`src/rtl/hilo_issue_ctrl_pkg.sv`:
```
`default_nettype none
// ============================================================================
// Module      : muldiv_pkg
// Description : Shared definitions for the HI/LO multiplier issue path:
//               EX-stage op encodings, wrapper LO/HI write-port encodings,
//               the wrapper latency constant and the controller state enum.
// Revision    : 1.0 - initial release
// ============================================================================
package muldiv_pkg;

  // EX-stage operation codes
  typedef enum logic [2:0] {
    OP_NONE  = 3'd0,
    OP_MULT  = 3'd1,
    OP_MULTU = 3'd2,
    OP_MFHI  = 3'd3,
    OP_MFLO  = 3'd4,
    OP_MTHI  = 3'd5,
    OP_MTLO  = 3'd6
  } op_e;

  // Wrapper LO/HI write-port select
  localparam int                              LOHI_WRITE_OPT_WIDTH = 2;
  localparam logic [LOHI_WRITE_OPT_WIDTH-1:0] LOHI_WRITE_NONE      = 2'b00;
  localparam logic [LOHI_WRITE_OPT_WIDTH-1:0] LOHI_WRITE_LO        = 2'b01;
  localparam logic [LOHI_WRITE_OPT_WIDTH-1:0] LOHI_WRITE_HI        = 2'b10;

  // Wrapper latency: its counter runs 0..WAIT_CYCLE before ready rises
  localparam int WAIT_CYCLE = 14;

  // Controller states
  typedef enum logic [2:0] {
    ST_IDLE   = 3'd0,
    ST_ISSUE  = 3'd1,
    ST_WAIT   = 3'd2,
    ST_FIX_LO = 3'd3,
    ST_FIX_HI = 3'd4
  } state_e;

endpackage
`default_nettype wire

```
`src/rtl/hilo_issue_ctrl_if.sv`:
```
`default_nettype none
// ============================================================================
// Module      : hilo_issue_ctrl_if
// Description : Bundles the EX-stage request/response signals and the HI/LO
//               multiplier wrapper signals seen by the issue controller.
//   master : the issue controller (consumes ops, drives the wrapper)
//   slave  : the environment (EX stage + wrapper)
//   op_valid/op/rs_data/rt_data : EX-stage op and operands
//   stall/rd_valid/rd_data      : EX-stage back-pressure and read data
//   mul_start/mul_opr1/mul_opr2 : wrapper start (edge) and operands
//   mul_write_opt/mul_write_data: wrapper LO/HI write port
//   mul_result/mul_ready        : wrapper HI:LO and result valid
// Revision    : 1.0 - initial release
// ============================================================================
interface hilo_issue_ctrl_if;
  import muldiv_pkg::*;

  logic                            op_valid;
  logic [2:0]                      op;
  logic [31:0]                     rs_data;
  logic [31:0]                     rt_data;
  logic                            stall;
  logic                            rd_valid;
  logic [31:0]                     rd_data;
  logic                            mul_start;
  logic [31:0]                     mul_opr1;
  logic [31:0]                     mul_opr2;
  logic [63:0]                     mul_result;
  logic [LOHI_WRITE_OPT_WIDTH-1:0] mul_write_opt;
  logic [31:0]                     mul_write_data;
  logic                            mul_ready;

  modport master (
    input  op_valid, op, rs_data, rt_data, mul_result, mul_ready,
    output stall, rd_valid, rd_data, mul_start, mul_opr1, mul_opr2,
           mul_write_opt, mul_write_data
  );

  modport slave (
    output op_valid, op, rs_data, rt_data, mul_result, mul_ready,
    input  stall, rd_valid, rd_data, mul_start, mul_opr1, mul_opr2,
           mul_write_opt, mul_write_data
  );

endinterface
`default_nettype wire

```
`src/rtl/hilo_issue_ctrl.sv`:
```
`default_nettype none
// ============================================================================
// Module      : hilo_issue_ctrl
// Description : Pipeline-side initiator for the HI/LO multiplier wrapper.
//               Accepts MULT/MULTU/MFHI/MFLO/MTHI/MTLO, holds operands for the
//               wrapper, pulses its edge-triggered start, stalls until ready
//               and serves HI/LO reads/writes.
//   clk  : system clock
//   rst  : asynchronous active-high reset
//   bus  : hilo_issue_ctrl_if.master (EX-stage + wrapper signals)
// Build option : MULT_SIGNED_EN - signed MULT via magnitudes plus a two-cycle
//                negated write-back (FIX_LO/FIX_HI). Undefined: MULT == MULTU.
// Revision    : 1.0 - initial release
// ============================================================================
module hilo_issue_ctrl #(
  parameter int WAIT_CYCLE = muldiv_pkg::WAIT_CYCLE
) (
  input  wire                clk,
  input  wire                rst,
  hilo_issue_ctrl_if.master  bus
);
  import muldiv_pkg::*;

  // The wrapper's start-to-ready sequence needs a non-zero latency
  if (WAIT_CYCLE < 1) begin : g_wait_cycle_chk
    $error("hilo_issue_ctrl: WAIT_CYCLE must be at least 1");
  end

  op_e         op_w;
  logic        hilo_op;
  logic        accept;
  state_e      state_q, state_d;
  logic [31:0] opr1_q, opr1_d;
  logic [31:0] opr2_q, opr2_d;
`ifdef MULT_SIGNED_EN
  logic        neg_q, neg_d;
  logic        signed_q, signed_d;
  logic [63:0] corr_q, corr_d;
`endif

  assign op_w    = op_e'(bus.op);
  assign hilo_op = bus.op_valid && (op_w != OP_NONE);
  // Only IDLE with a settled wrapper can take a new HI/LO op
  assign bus.stall = hilo_op && !((state_q == ST_IDLE) && bus.mul_ready);
  assign accept    = hilo_op && !bus.stall;

  assign bus.mul_opr1 = opr1_q;
  assign bus.mul_opr2 = opr2_q;

  // State register
  always_ff @(posedge clk or posedge rst) begin
    if (rst) begin
      state_q  <= ST_IDLE;
      opr1_q   <= '0;
      opr2_q   <= '0;
`ifdef MULT_SIGNED_EN
      neg_q    <= 1'b0;
      signed_q <= 1'b0;
      corr_q   <= '0;
`endif
    end else begin
      state_q  <= state_d;
      opr1_q   <= opr1_d;
      opr2_q   <= opr2_d;
`ifdef MULT_SIGNED_EN
      neg_q    <= neg_d;
      signed_q <= signed_d;
      corr_q   <= corr_d;
`endif
    end
  end

  // Next-state logic
  always_comb begin
    state_d  = state_q;
    opr1_d   = opr1_q;
    opr2_d   = opr2_q;
`ifdef MULT_SIGNED_EN
    neg_d    = neg_q;
    signed_d = signed_q;
    corr_d   = corr_q;
`endif
    case (state_q)
      ST_IDLE: begin
        if (accept && ((op_w == OP_MULT) || (op_w == OP_MULTU))) begin
          opr1_d  = bus.rs_data;
          opr2_d  = bus.rt_data;
`ifdef MULT_SIGNED_EN
          signed_d = (op_w == OP_MULT);
          neg_d    = signed_d && (bus.rs_data[31] ^ bus.rt_data[31]);
          if (signed_d) begin
            // Two's-complement magnitude; 0x80000000 maps onto itself,
            // which is exactly 2^31 when read as unsigned.
            opr1_d = bus.rs_data[31] ? (~bus.rs_data + 32'd1) : bus.rs_data;
            opr2_d = bus.rt_data[31] ? (~bus.rt_data + 32'd1) : bus.rt_data;
          end
`endif
          state_d = ST_ISSUE;
        end
      end
      ST_ISSUE: state_d = ST_WAIT;
      ST_WAIT: begin
        if (bus.mul_ready) begin
`ifdef MULT_SIGNED_EN
          if (signed_q && neg_q) begin
            // Captured now: the LO write in FIX_LO alters mul_result
            corr_d  = ~bus.mul_result + 64'd1;
            state_d = ST_FIX_LO;
          end else begin
            state_d = ST_IDLE;
          end
`else
          state_d = ST_IDLE;
`endif
        end
      end
`ifdef MULT_SIGNED_EN
      ST_FIX_LO: state_d = ST_FIX_HI;
      ST_FIX_HI: state_d = ST_IDLE;
`endif
      default: state_d = ST_IDLE;
    endcase
  end

  // Output logic; FIX writes and MT writes never coincide since MT is
  // only accepted in IDLE.
  always_comb begin
    bus.mul_start      = (state_q == ST_ISSUE);
    bus.mul_write_opt  = LOHI_WRITE_NONE;
    bus.mul_write_data = '0;
    bus.rd_valid       = 1'b0;
    bus.rd_data        = '0;
`ifdef MULT_SIGNED_EN
    if (state_q == ST_FIX_LO) begin
      bus.mul_write_opt  = LOHI_WRITE_LO;
      bus.mul_write_data = corr_q[31:0];
    end else if (state_q == ST_FIX_HI) begin
      bus.mul_write_opt  = LOHI_WRITE_HI;
      bus.mul_write_data = corr_q[63:32];
    end
`endif
    if (accept) begin
      case (op_w)
        OP_MTLO: begin
          bus.mul_write_opt  = LOHI_WRITE_LO;
          bus.mul_write_data = bus.rs_data;
        end
        OP_MTHI: begin
          bus.mul_write_opt  = LOHI_WRITE_HI;
          bus.mul_write_data = bus.rs_data;
        end
        OP_MFHI: begin
          bus.rd_valid = 1'b1;
          bus.rd_data  = bus.mul_result[63:32];
        end
        OP_MFLO: begin
          bus.rd_valid = 1'b1;
          bus.rd_data  = bus.mul_result[31:0];
        end
        default: ;
      endcase
    end
  end

endmodule
`default_nettype wire

```
`src/flat_wrapper.sv`:
```
// flat-port wrapper written by rule: the top's interface ports become plain ports
module hilo_issue_ctrl_flat import muldiv_pkg::*;
#(
  parameter int WAIT_CYCLE = muldiv_pkg::WAIT_CYCLE
)
  (clk, rst, bus_op_valid, bus_op, bus_rs_data, bus_rt_data, bus_mul_result, bus_mul_ready, bus_stall, bus_rd_valid, bus_rd_data, bus_mul_start, bus_mul_opr1, bus_mul_opr2, bus_mul_write_opt, bus_mul_write_data);
  hilo_issue_ctrl_if bus_i ();
  input  wire clk;
  input  wire rst;
  input wire logic [$bits(bus_i.op_valid)-1:0] bus_op_valid;
  input wire logic [$bits(bus_i.op)-1:0] bus_op;
  input wire logic [$bits(bus_i.rs_data)-1:0] bus_rs_data;
  input wire logic [$bits(bus_i.rt_data)-1:0] bus_rt_data;
  input wire logic [$bits(bus_i.mul_result)-1:0] bus_mul_result;
  input wire logic [$bits(bus_i.mul_ready)-1:0] bus_mul_ready;
  output wire logic [$bits(bus_i.stall)-1:0] bus_stall;
  output wire logic [$bits(bus_i.rd_valid)-1:0] bus_rd_valid;
  output wire logic [$bits(bus_i.rd_data)-1:0] bus_rd_data;
  output wire logic [$bits(bus_i.mul_start)-1:0] bus_mul_start;
  output wire logic [$bits(bus_i.mul_opr1)-1:0] bus_mul_opr1;
  output wire logic [$bits(bus_i.mul_opr2)-1:0] bus_mul_opr2;
  output wire logic [$bits(bus_i.mul_write_opt)-1:0] bus_mul_write_opt;
  output wire logic [$bits(bus_i.mul_write_data)-1:0] bus_mul_write_data;
  assign bus_i.op_valid = bus_op_valid;
  assign bus_i.op = bus_op;
  assign bus_i.rs_data = bus_rs_data;
  assign bus_i.rt_data = bus_rt_data;
  assign bus_i.mul_result = bus_mul_result;
  assign bus_i.mul_ready = bus_mul_ready;
  assign bus_stall = bus_i.stall;
  assign bus_rd_valid = bus_i.rd_valid;
  assign bus_rd_data = bus_i.rd_data;
  assign bus_mul_start = bus_i.mul_start;
  assign bus_mul_opr1 = bus_i.mul_opr1;
  assign bus_mul_opr2 = bus_i.mul_opr2;
  assign bus_mul_write_opt = bus_i.mul_write_opt;
  assign bus_mul_write_data = bus_i.mul_write_data;
  hilo_issue_ctrl #(.WAIT_CYCLE(WAIT_CYCLE)) u_core (.clk(clk), .rst(rst), .bus(bus_i));
endmodule
```
`config.mk`:
```
export PLATFORM = sky130hd
export DESIGN_NAME = hilo_issue_ctrl_flat
export DESIGN_NICKNAME = d
export VERILOG_FILES = /design/src/rtl/hilo_issue_ctrl_pkg.sv /design/src/rtl/hilo_issue_ctrl_if.sv /design/src/rtl/hilo_issue_ctrl.sv /design/src/flat_wrapper.sv
export SDC_FILE = /design/constraint.sdc
export NUM_CORES = 1
export LEC_CHECK = 0
export CORE_ASPECT_RATIO = 0.8
export CORE_MARGIN = 2
export CORE_UTILIZATION = 37
export CTS_CLUSTER_DIAMETER = 100
export DETAILED_ROUTE_END_ITERATION = 12
export GPL_ROUTABILITY_DRIVEN = 0
export GPL_TIMING_DRIVEN = 0
export PLACE_DENSITY = 0.92
export REMOVE_ABC_BUFFERS = 1
export SETUP_SLACK_MARGIN = 0.2
export SYNTH_ARGS = -nofsm -noshare
export SYNTH_HDL_FRONTEND = slang
export SYNTH_SLANG_ARGS = --single-unit
```
`constraint.sdc`:
```
create_clock -name clk -period 5.8 [get_ports clk]
set_clock_uncertainty 0.2 [all_clocks]
set_input_delay 1.74 -clock clk [delete_from_list [all_inputs] [get_ports clk]]
set_output_delay 1.74 -clock clk [all_outputs]
set_load 0.02 [all_outputs]
```
Word-level counts from Yosys, hierarchy flattened

Index checks and enable logic that the tools add are counted.

Bits in registers: 67
Logic and storage cells: 38

Reduce and logical (&&, ||, !) cells: 14
Muxes and demuxes: 11
Equal/unequal tests: 10

Operators by type and width:

| operator                                             | number |
|---|---|
| two-way mux 32 bit                                   | 3 |
| one-hot mux 32 bit (2 select lines)                  | 1 |
| equality test 3 x 2 -> 1 bit (second input constant) | 3 |
| equality test 3 bit (second input constant)          | 3 |
| one-hot mux 3 bit (3 select lines)                   | 1 |
| equality test 3 x 1 -> 1 bit (second input constant) | 2 |
| two-way mux 3 bit                                    | 2 |
| logical AND 1 bit                                    | 5 |
| inequality test 2 bit (second input constant)        | 2 |
| one-hot mux 2 bit (2 select lines)                   | 1 |
| AND reduction 2 bit                                  | 2 |
| OR reduction 2 bit                                   | 2 |
| logical NOT 3 bit                                    | 1 |
| nonzero test 3 bit                                   | 1 |
| logical NOT 1 bit                                    | 2 |
| two-way mux 1 bit                                    | 2 |
| two-way mux 2 bit                                    | 1 |
| logical OR 1 bit                                     | 1 |

Logic depth before layout (Yosys ltp)

Word-level depth: 9
Depth in mapped cells: 6

Worst setup path after synthesis

OpenSTA, ideal clock, no wires.

Path kind: input to output
From: in bus_op[1]
To: out bus_rd_data[10]
Setup slack: 1.059 ns
Cell stages on the path: 6
Arrival: 2.801 ns
Buffers on the path: 3
Cell sequence: buf_4 and3b_1 clkbuf_1 buf_2 a22oi_1 nor2_1

Cells in the longest elaborated chain, start to end: 6

RTL lines:

| element                | line                   | RTL |
|---|---|---|
| from (decl)            | flat_wrapper.sv:11     | `input wire logic [$bits(bus_i.op)-1:0] bus_op;` |
| nonzero test 3 bit     | hilo_issue_ctrl.sv:42  | `assign hilo_op = bus.op_valid && (op_w != OP_NONE);` |
| logical AND 1 bit      | hilo_issue_ctrl.sv:42  |  |
| logical AND 1 bit      | hilo_issue_ctrl.sv:44  | `assign bus.stall = hilo_op && !((state_q == ST_IDLE) && bus.mul_ready);` |
| logical NOT 1 bit      | hilo_issue_ctrl.sv:45  | `assign accept = hilo_op && !bus.stall;` |
| logical AND 1 bit      | hilo_issue_ctrl.sv:45  |  |
| two-way mux 32 bit (*) | hilo_issue_ctrl.sv:142 | `if (accept) begin` |
| to (decl)              | flat_wrapper.sv:18     | `output wire logic [$bits(bus_i.rd_data)-1:0] bus_rd_data;` |

Mark *: on every way between the ends. The rest lies on a longest branch, timed or not.

Worst setup path after layout

From: in bus_mul_ready
To: out bus_rd_data[13]

Cells in the longest elaborated chain, start to end: 6

RTL lines:

| element            | line                   | RTL |
|---|---|---|
| from (decl)        | flat_wrapper.sv:15     | `input wire logic [$bits(bus_i.mul_ready)-1:0] bus_mul_ready;` |
| logical AND 1 bit  | hilo_issue_ctrl.sv:44  |  |
| logical NOT 1 bit  | hilo_issue_ctrl.sv:44  |  |
| logical AND 1 bit  | hilo_issue_ctrl.sv:44  |  |
| logical NOT 1 bit  | hilo_issue_ctrl.sv:45  |  |
| logical AND 1 bit  | hilo_issue_ctrl.sv:45  |  |
| two-way mux 32 bit | hilo_issue_ctrl.sv:142 |  |

Every way passes these cells.

==> summary.md <==
| Metric | Value |
|---|---|
| Status | `completed` |
| Synth Area in XOR/XNOR | `0.787%` |
| Final non-filler cell total | `656` |
| Crit path max-delay family | `buffers and inverters` |
| Detail Route Antenna Nets | `0` |
| Reg2reg end | `u_core.bus.mul_opr2[22]$_DFFE_PP0P_` |
| Warnings, synthesis | `0` |
| Die area | `0.0103 mm2` |
| Seq pwr share | `32.3%` |
| TritonCTS clock tree | `built` |
| Pwr dens | `315 mW/mm2` |
| Fin Setup TNS | `0 ns` |
| Clk pin slew, worst setup/hold paths | `0.05 ns` |
| Hold Path End | `u_core.bus.mul_opr2[12]$_DFFE_PP0P_` |
| Largest family of logic cells by synthesized area | `multiplexers` |
| Mux contribution to synthesized area | `25.8%` |
| Routed wire per std cell | `19.3 um` |
| RSZ-0062 raised after global routing | `false` |
| Row count | `31` |
| Synth Area in Adders | `0%` |
| # DRC | `0` |
| Total power draw | `2.11 mW` |
| Clock Sinks | `66` |
| H-Tree Depth | `3` |
| Layout Area Growth over Synthesis | `91.0%` |
| Number of max-cap violations | `0` |
| CTS Hold Bufs | `0` |
| CP endpoint kind | `output pin` |
| Net Switching | `0.640 mW` |
| Initial antenna violation count | `1` |
| Reg2reg path depth | `5` |
| Fin crit share | `95.3%` |
| Share of layout cells above drive strength 1 | `18.9%` |
| PortBufs | `267` |
| Final core utilization | `73.3%` |
| Die width | `113 um` |
| Tmin final | `5.53 ns` |
| Critical-path top delay cell | `clkdlybuf4s50_1` |
| Leak | `3.22 nW` |
| Max Slew Vio Count | `0` |
| Internal | `1.47 mW` |
| Final setup vio count | `0` |
| Initial Utilization | `38.4%` |
| Synth cell types | `23` |
| Peak VDD IR | `0.231 mV` |
| Core footprint | `0.00911 mm2` |
| Critical path buffers and inverters | `2` |
| All-Layer GR Usage | `24.2%` |
| First-pass detailed-route iteration total | `4` |
| Hold wc startpoint | `u_core.bus.mul_opr2[12]$_DFFE_PP0P_` |
| Die height | `91.0 um` |
| Initial DRC Count | `132` |
| Register area share after synthesis | `47.2%` |
| Synth Area in Simple Gates | `12.8%` |
| Hold path depth | `1` |
| WL final | `12.7 mm` |
| Nets | `670` |
| Min-delay worst type | `register to register` |
| Peak Freq | `181 MHz` |
| Synth Area in Compound Gates | `7.76%` |
| Clk root buf | `clkbuf_16` |
| Ports | `268` |
| Arrival @ worst endpoint | `3.59 ns` |
| Crit-path max cell delay | `0.61 ns` |
| CP cell instances | `clkdlybuf4s50_1 > nor3b_4 > o311ai_4 > nor2_1 > clkdlybuf4s50_1` |
| Clock latency on the worst-skew pair | `0.32 ns` |
| Synth Register Bits | `66` |
| Largest net degree at the start of global routing | `39` |
| Critical Path Source Type | `primary input` |
| Vias in the first global route | `3,538` |
| Clock Tree Buf Depth | `2` |
| Synth Instances | `267` |
| Count of final hold-check violations | `0` |
| Required @ worst endpoint | `3.86 ns` |
| First-pass GRT wire length | `19.3 mm` |
| Clock power frac | `27.0%` |
| Cell Area, Synth | `0.00350 mm2` |
| GRT overflow | `0` |
| R2R setup slack | `3.18 ns` |
| Routed vias | `3,214` |
| Sw frac | `30.4%` |
| Cell mode on critical path | `clkdlybuf4s50_1` |
| Dpl cells | `635` |
| Worst Max-Slew Pin Slew | `0.964 ns` |
| Crit Path Class | `primary input to output pin` |
| Max-slew headroom | `35.5%` |
| Syn_area_per_cell | `13.1 um2` |
| Reg2Reg Launch Point | `u_core.state_q[0]$_DFFE_PP0P_` |
| Combinational share of power | `40.7%` |
| Largest fanout on the critical path | `8` |
| Vias/cell | `4.90` |
| CTS buffer count | `9` |
| Dpl hpwl | `9.73 mm` |
worst max path at each step:
| stage | startpoint | endpoint | slack (ns) | depth (start not counted) |
|---|---|---|---|---|
| floorplan | bus_op[2] | bus_rd_data[0] | 0.60 | 2 |
| global placement | bus_op[0] | bus_rd_data[17] | -0.99 | 5 |
| detailed placement | bus_op[0] | bus_rd_data[20] | -0.74 | 5 |
| CTS | bus_mul_ready | bus_rd_data[20] | 0.04 | 6 |
| global route | bus_mul_ready | bus_rd_data[13] | 0.20 | 5 |
| finish | bus_mul_ready | bus_rd_data[13] | 0.27 | 5 |
layout by cell type, fill, tap and decap left out:
cell type / count
clkbuf_1: 2
clkinv_2: 2
and2_1: 32
buf_16: 5
buf_8: 2
nand4bb_4: 1
and3b_4: 1
buf_4: 2
clkdlybuf4s50_1: 201
o31ai_1: 1
and3b_2: 1
buf_12: 2
nor3b_4: 3
clkdlybuf4s15_2: 1
nand3_1: 1
inv_2: 1
clkbuf_16: 9
dlygate4sd2_1: 46
nor2_1: 36
dfrtp_1: 66
nor3b_1: 2
mux2_2: 15
diode_2: 1
clkbuf_2: 2
a22oi_1: 32
xnor2_4: 1
mux2_4: 49
nor2b_1: 1
nor3_4: 1
o311ai_4: 1
a21o_1: 1
bufinv_16: 2
dlymetal6s2s_1: 17
clkinv_4: 1
registers in the layout, summed over array words and instances (netlist names):
register,count
u_core.state_q,2
u_core.bus.mul_opr2,32
u_core.bus.mul_opr1,32
repair_timing:
action	in CTS	in global routing
gates resized for setup	57	20
setup buffers	3	0
cloned	1	0
hold endpoints to repair	0	0
setup endpoints to repair	67	22
pin swaps	3	0
per-layer routing:
metal  GRT usage [%]  up-vias  part of all wire, %
li1                -     1471                    -
met1            25.5     1554                   36
met2            45.1      164                   52
met3            6.48       25                  9.0
met4            9.96        0                  2.9
met5               0        -                    0
synthesized netlist by cell type:
library cell   n  area share (%)
xnor2_4        1            0.79
nand3_1        1            0.14
inv_1          1            0.11
nor2b_1        1            0.18
nor3b_1        3            0.64
o31ai_1        1            0.21
buf_6          1            0.32
nor2_1        36             3.9
clkbuf_1       4            0.43
mux2_4        49              21
buf_12         5             2.9
nand4bb_4      1            0.79
buf_2          9             1.3
and2_1        32             5.7
and3b_1        1            0.25
nor3b_2        2            0.71
buf_4          3            0.64
a21o_1         1            0.21
a22oi_1       32             6.9
o311ai_2       1            0.46
mux2_2        15             4.8
dfrtp_1       66              47
nor3_4         1            0.46
power by group through the flow:
stage | Combinational [mW] | Clock [mW] | Sequential, mW
6_report | 0.857 | 0.568 | 0.681
5_1_grt | 0.897 | 0.601 | 0.699
4_1_cts | 0.866 | 0.579 | 0.682
3_5_place_dp | 0.860 | 0 | 0.684
3_3_place_gp | 0.831 | 0 | 0.672
2_1_floorplan | 0.231 | 0 | 0.839
metrics by stage:
step	area, um2	hold slack (ns)	setup slack, ns
final	6680	0.305	0.271
after global routing	6680	0.323	0.196
after CTS	6650	0.308	0.0448
after detailed placement	6330	0.295	-0.737
after global placement	6120	0.289	-0.989
after floorplan	3310	0.297	0.602
area by class of cell:
cell class,count,area [um2]
repair buffers,278,2870
fillers,618,2430
multi-input cells,179,1700
flip-flops and latches,66,1650
clock buffers,11,233
well taps,115,144
clock inverters,5,78.8
inverters,1,3.75
diodes,1,2.50
logic make-up after synthesis:
group	Yosys count
flops	66
compound gates	35
buf+inv	23
mux	64
simple gates	78
xor+xnor	1
(Power assumes the default switching activity.)
==> variant 1 (config.mk and constraints unchanged) <==
Build with the macro `MULT_SIGNED_EN` defined.
--- a/src/rtl/hilo_issue_ctrl.sv
+++ b/src/rtl/hilo_issue_ctrl.sv
@@ -14,2 +14,4 @@
 // ============================================================================
+`define MULT_SIGNED_EN
+
 module hilo_issue_ctrl #(
Function: changed (Yosys sat finds a counterexample within 4 cycles, from zero or initial values and one cycle with rst high).
==> variant 1 against the original RTL <==
The run now ends with max-capacitance violations left; non-clock buffer count is 9 higher; worst setup slack better by 14 ps; power is 69% higher; wire length grew to 2.6 times the old value; sequential share of layout area is 2.4 points higher; synthesized area is 140% higher; cell area is 83% higher; sequential cell count is 67 higher.
==> variant 1: results (changes against the original RTL) <==
[routing]
wl_um = 33300  ; +160%
vias = 9485  ; +200%
drt_iter0_drc = 1119  ; +750%
dr.pass1.iters = 8  ; +4

[pwr]
irDropWorstVdd_v = 0.000221  ; -4.4%
combPwrFrac = 0.294  ; -0.113
switchingPower_mw = 1.14  ; +78%
p_leak_nw = 5.16  ; +60%
power_mw = 3.55  ; +69%
p_seq_mw = 1.34  ; +97%

[cts]
clock_latency_ps = 420  ; +100 ps
ctsHtreeMaxLevel = 4  ; +1

[setup_path]
cp-startpoint = bus_op[0]
critPathMaxFanout = 12  ; +4
reg2reg_from = u_core.state_q[0]$_DFFE_PP0P_
max_stage_delay_ps = 390  ; -220 ps
cp_slowest_cell = clkdlybuf4s15_2
worstRegToRegCells = 7  ; +2

[layout]
register_area_um2 = 3330  ; +100%
final_cells = 1593  ; +140%
drive_gt1_frac = 0.0754  ; -0.113
fill_cells = 2001  ; +220%
final_nets = 1411  ; +110%

[run_status]
violations = max-capacitance violations
status = finished with violations

[synthesis]
synth_area_leaders = dfrtp_1 39%, nand2_1 7.2%, o21ai_0 6.4%
ys_seq_area_frac = 0.389  ; -0.0833
netlist-cell-type-count = 53  ; +130%
synthMuxAreaShare = 0.00117  ; -0.257
yosys.area_share.xor_xnor = 0.0931  ; +0.0852
synth_common_cells = 164 x nand2_1, 133 x dfrtp_1, 109 x o21ai_0
synth.avg_cell_area_um2 = 8.25  ; -37%
synth_fa_ha_area_frac = 0.00438  ; +0.00438

[global_route]
grt_pass1_wl_um = 50800  ; +160%
grt_max_degree = 80  ; +110%
grt_pass1_vias = 9004  ; +150%

[timing]
max-slew-margin-rel = 0.0101  ; -0.345

[place]
pre_cts_slack_ps = -1660  ; -928 ps
dp_cells = 1546  ; +140%
placedInstanceArea_um2 = 11500  ; +82%
dp_hpwl_um = 23900  ; +150%

[job]
cap_violations = 1  ; +1

-- variant 1: cell types whose count changed in the layout (fill, tap and decap cells not counted), moves of 27 or more --
cell      delta
xnor2_1     +29
nor2_1      +34
nor3_1      +28
inv_1       +41
o31ai_1     +39
o21ai_0    +109
a222oi_1    +32
and2_1      -29
mux2_4      -49
nand2_1    +164
xor2_1      +61
nor4_1      +44
dfrtp_1     +67
nand3_1     +27
-- variant 1: timing repair --
item                       CTS  global route
pin swaps                    6             2
resized for setup          146             5
gates cloned                 2             0
setup endpoints to repair   68            41
buffers inserted            11             1
-- variant 1: final timing paths --
kind,endpoint,slack (ps)
worst min register to register,u_core.bus.mul_opr1[22]$_DFFE_PP0P_,270
worst max register to register,u_core.bus.mul_opr1[13]$_DFFE_PP0P_,2990
min in group asynchronous,u_core.bus.mul_opr1[4]$_DFFE_PP0P_,1560
worst min-delay path,u_core.bus.mul_opr1[22]$_DFFE_PP0P_,270
worst max-delay path,bus_mul_write_data[22],290
max in group asynchronous,u_core.corr_q[31]$_DFFE_PP0P_,3050
-- variant 1: worst max-delay path, delay by kind of cell --
kind / cells / cell delay, ps
AO/OA/AOI/OAI: 1 / 380
buffers and inverters: 5 / 1110
XOR/XNOR: 1 / 300
AND/OR/NAND/NOR: 1 / 40
-- variant 1: final cells by class --
class,count,share of cell area
clock inverter,13,0.0148
sequential,133,0.271
inverter,42,0.0133
clock buffer,19,0.0361
timing repair buffer,287,0.231
tap,306,0.0312
antenna,1,0.000204
multi-input combinational,792,0.402
-- variant 1: layer usage --
layer	wire [um]	global-route usage	up-vias
li1	-	-	4308
met1	13400	0.351	4509
met2	15500	0.428	583
met5	0	0	-
met3	3460	0.0676	85
met4	887	0.0946	0
==> variant 2 (same flow settings) <==
Without the edit above. The 5 states of `state_e` get a one-hot encoding in 5 bits.
--- a/src/rtl/hilo_issue_ctrl_pkg.sv
+++ b/src/rtl/hilo_issue_ctrl_pkg.sv
@@ -31,8 +31,8 @@
   // Controller states
-  typedef enum logic [2:0] {
-    ST_IDLE   = 3'd0,
-    ST_ISSUE  = 3'd1,
-    ST_WAIT   = 3'd2,
-    ST_FIX_LO = 3'd3,
-    ST_FIX_HI = 3'd4
+  typedef enum logic [4:0] {
+    ST_IDLE   = 5'b00001,
+    ST_ISSUE  = 5'b00010,
+    ST_WAIT   = 5'b00100,
+    ST_FIX_LO = 5'b01000,
+    ST_FIX_HI = 5'b10000
   } state_e;
Formal check against the unedited RTL: no difference found for any inputs over 10 cycles, from zero or initial values and one cycle with rst high; not proved beyond that.
==> variant 2 against the original RTL <==
Synthesized area up 1.7%; largest cell class unchanged; fmax fell by 0.89%; cell area down 0.62%; wire length increased by 3.3%; power down 3.4%; critical endpoint is now bus_mul_write_data[10]; sequential cell count increased by 1; worst setup slack worse by 50 ps.
==> variant 2: results (changes against the original RTL) <==
[run_status]
status = finished clean

[global_route]
grt_usage = 0.245  ; +0.00377
globalRouteMet3Util = 0.0727  ; +0.00795
grt_util_met2 = 0.416  ; -0.0349
grt_antenna_before_repair = 0  ; -1
grt_pass1_vias = 3453  ; -2.4%
grt.met1_usage = 0.307  ; +0.0515
grt_pass1_wl_um = 19700  ; +2.2%

[layout]
layout.comb_gates.multi_input = 183  ; +2.2%
buffers = 279  ; +0.36%
nClkBuffers = 12  ; +1
multi_input_area_um2 = 1740  ; +2.4%
fill_cells = 650  ; +5.2%
final_nets = 677  ; +1.0%
area.share.sequential = 0.253  ; +0.00549
nFlopsAndLatches = 67  ; +1.5%
buffer_area_frac = 0.418  ; -0.0113
drive_gt1_frac = 0.196  ; +0.00672

[place]
dp_hpwl_um = 9130  ; -6.2%
placedInstanceArea_um2 = 6250  ; -1.2%

[routing]
wl_met2_um = 6590  ; -0.63%
vias_per_cell = 4.95  ; +0.97%
drt_iter0_drc = 161  ; +22%
dr_wl_met3_um = 881  ; -23%
wl_met1_um = 5420  ; +20%

[pwr]
p_leak_nw = 3.10  ; -3.7%
switchingPower_uw = 633  ; -1.1%
irDropWorstVdd_v = 0.000309  ; +33%

[setup_path]
worstReg2RegEnd = u_core.bus.mul_opr1[7]$_DFFE_PP0P_
crit_arrival_ps = 3640  ; +50 ps
reg2reg_from = u_core.state_q[0]$_DFFE_PP1P_
regToRegSetupSlack_ps = 2990  ; -190 ps
worstRegToRegCells = 4  ; -1

[synthesis]
ys_seq_area_frac = 0.472  ; about the same
synth_area_leaders = dfrtp_1 46%, mux2_4 24%, a22oi_1 6.8%
synth_common_cells = 66 x dfrtp_1, 58 x mux2_4, 36 x nor2_1
netlist-cell-type-count = 27  ; +17%
synth_compound_area_frac = 0.0756  ; -0.00199

[timing]
max-slew-margin-rel = 0.514  ; +0.159

[worst_hold_path]
hp-start = u_core.bus.mul_opr2[7]$_DFFE_PP0P_

-- variant 2: cell count changes in the layout (fill, tap and decap cells not counted), sizes merged, moves of 2 or more --
cell and delta:
clkdlybuf4s50 +13, dlygate4sd2 -9, and4b +4, dlymetal6s2s -4, bufinv -2, clkinvlp +2
-- variant 2: worst max-delay path by stage --
stage,endpoint,depth (start not counted),from
finish,bus_mul_write_data[10],5,bus_mul_ready
global route,bus_rd_data[0],6,bus_op[1]
CTS,bus_mul_write_data[12],5,bus_mul_ready
detailed placement,bus_rd_data[1],6,bus_op[0]
global placement,bus_rd_data[19],5,bus_op[0]
floorplan,bus_rd_data[0],3,bus_op[0]
-- variant 2: kinds of logic (layout without fill, tap and decap cells) --
| logic type | Yosys count | count (layout) |
|---|---|---|
| AND/OR/NAND/NOR | 79 | 83 |
| flip-flops | 67 | 67 |
| multiplexers | 64 | 64 |
| AO/OA/AOI/OAI | 35 | 35 |
| buffers and inverters | 24 | 297 |
| XOR/XNOR | 1 | 1 |
-- variant 2: power by group through the flow --
stage	clock [mW]	combinational, mW	sequential [mW]
2_1_floorplan	0	0.233	0.838
3_3_place_gp	0	0.814	0.677
3_5_place_dp	0	0.837	0.685
4_1_cts	0.513	0.845	0.687
5_1_grt	0.536	0.878	0.703
6_report	0.506	0.841	0.688
-- variant 2: what timing repair did --
item                       in CTS  in global routing
hold buffers                    0                  0
gates cloned                    3                  1
buffers inserted                4                  5
resized for setup              47                 19
setup endpoints to repair      65                 27
pin swaps                       0                  0
-- variant 2: through the flow --
step	cells	utilization	setup WS [ps]	TNS, ps	hold WS, ps
final	662	0.722	222	0	311
after global routing	662	0.722	174	0	327
after CTS	656	0.714	125	0	311
after detailed placement	633	0.680	-227	-11110	294
after global placement	630	0.672	-1000	-32720	290
after floorplan	248	-	543	0	331
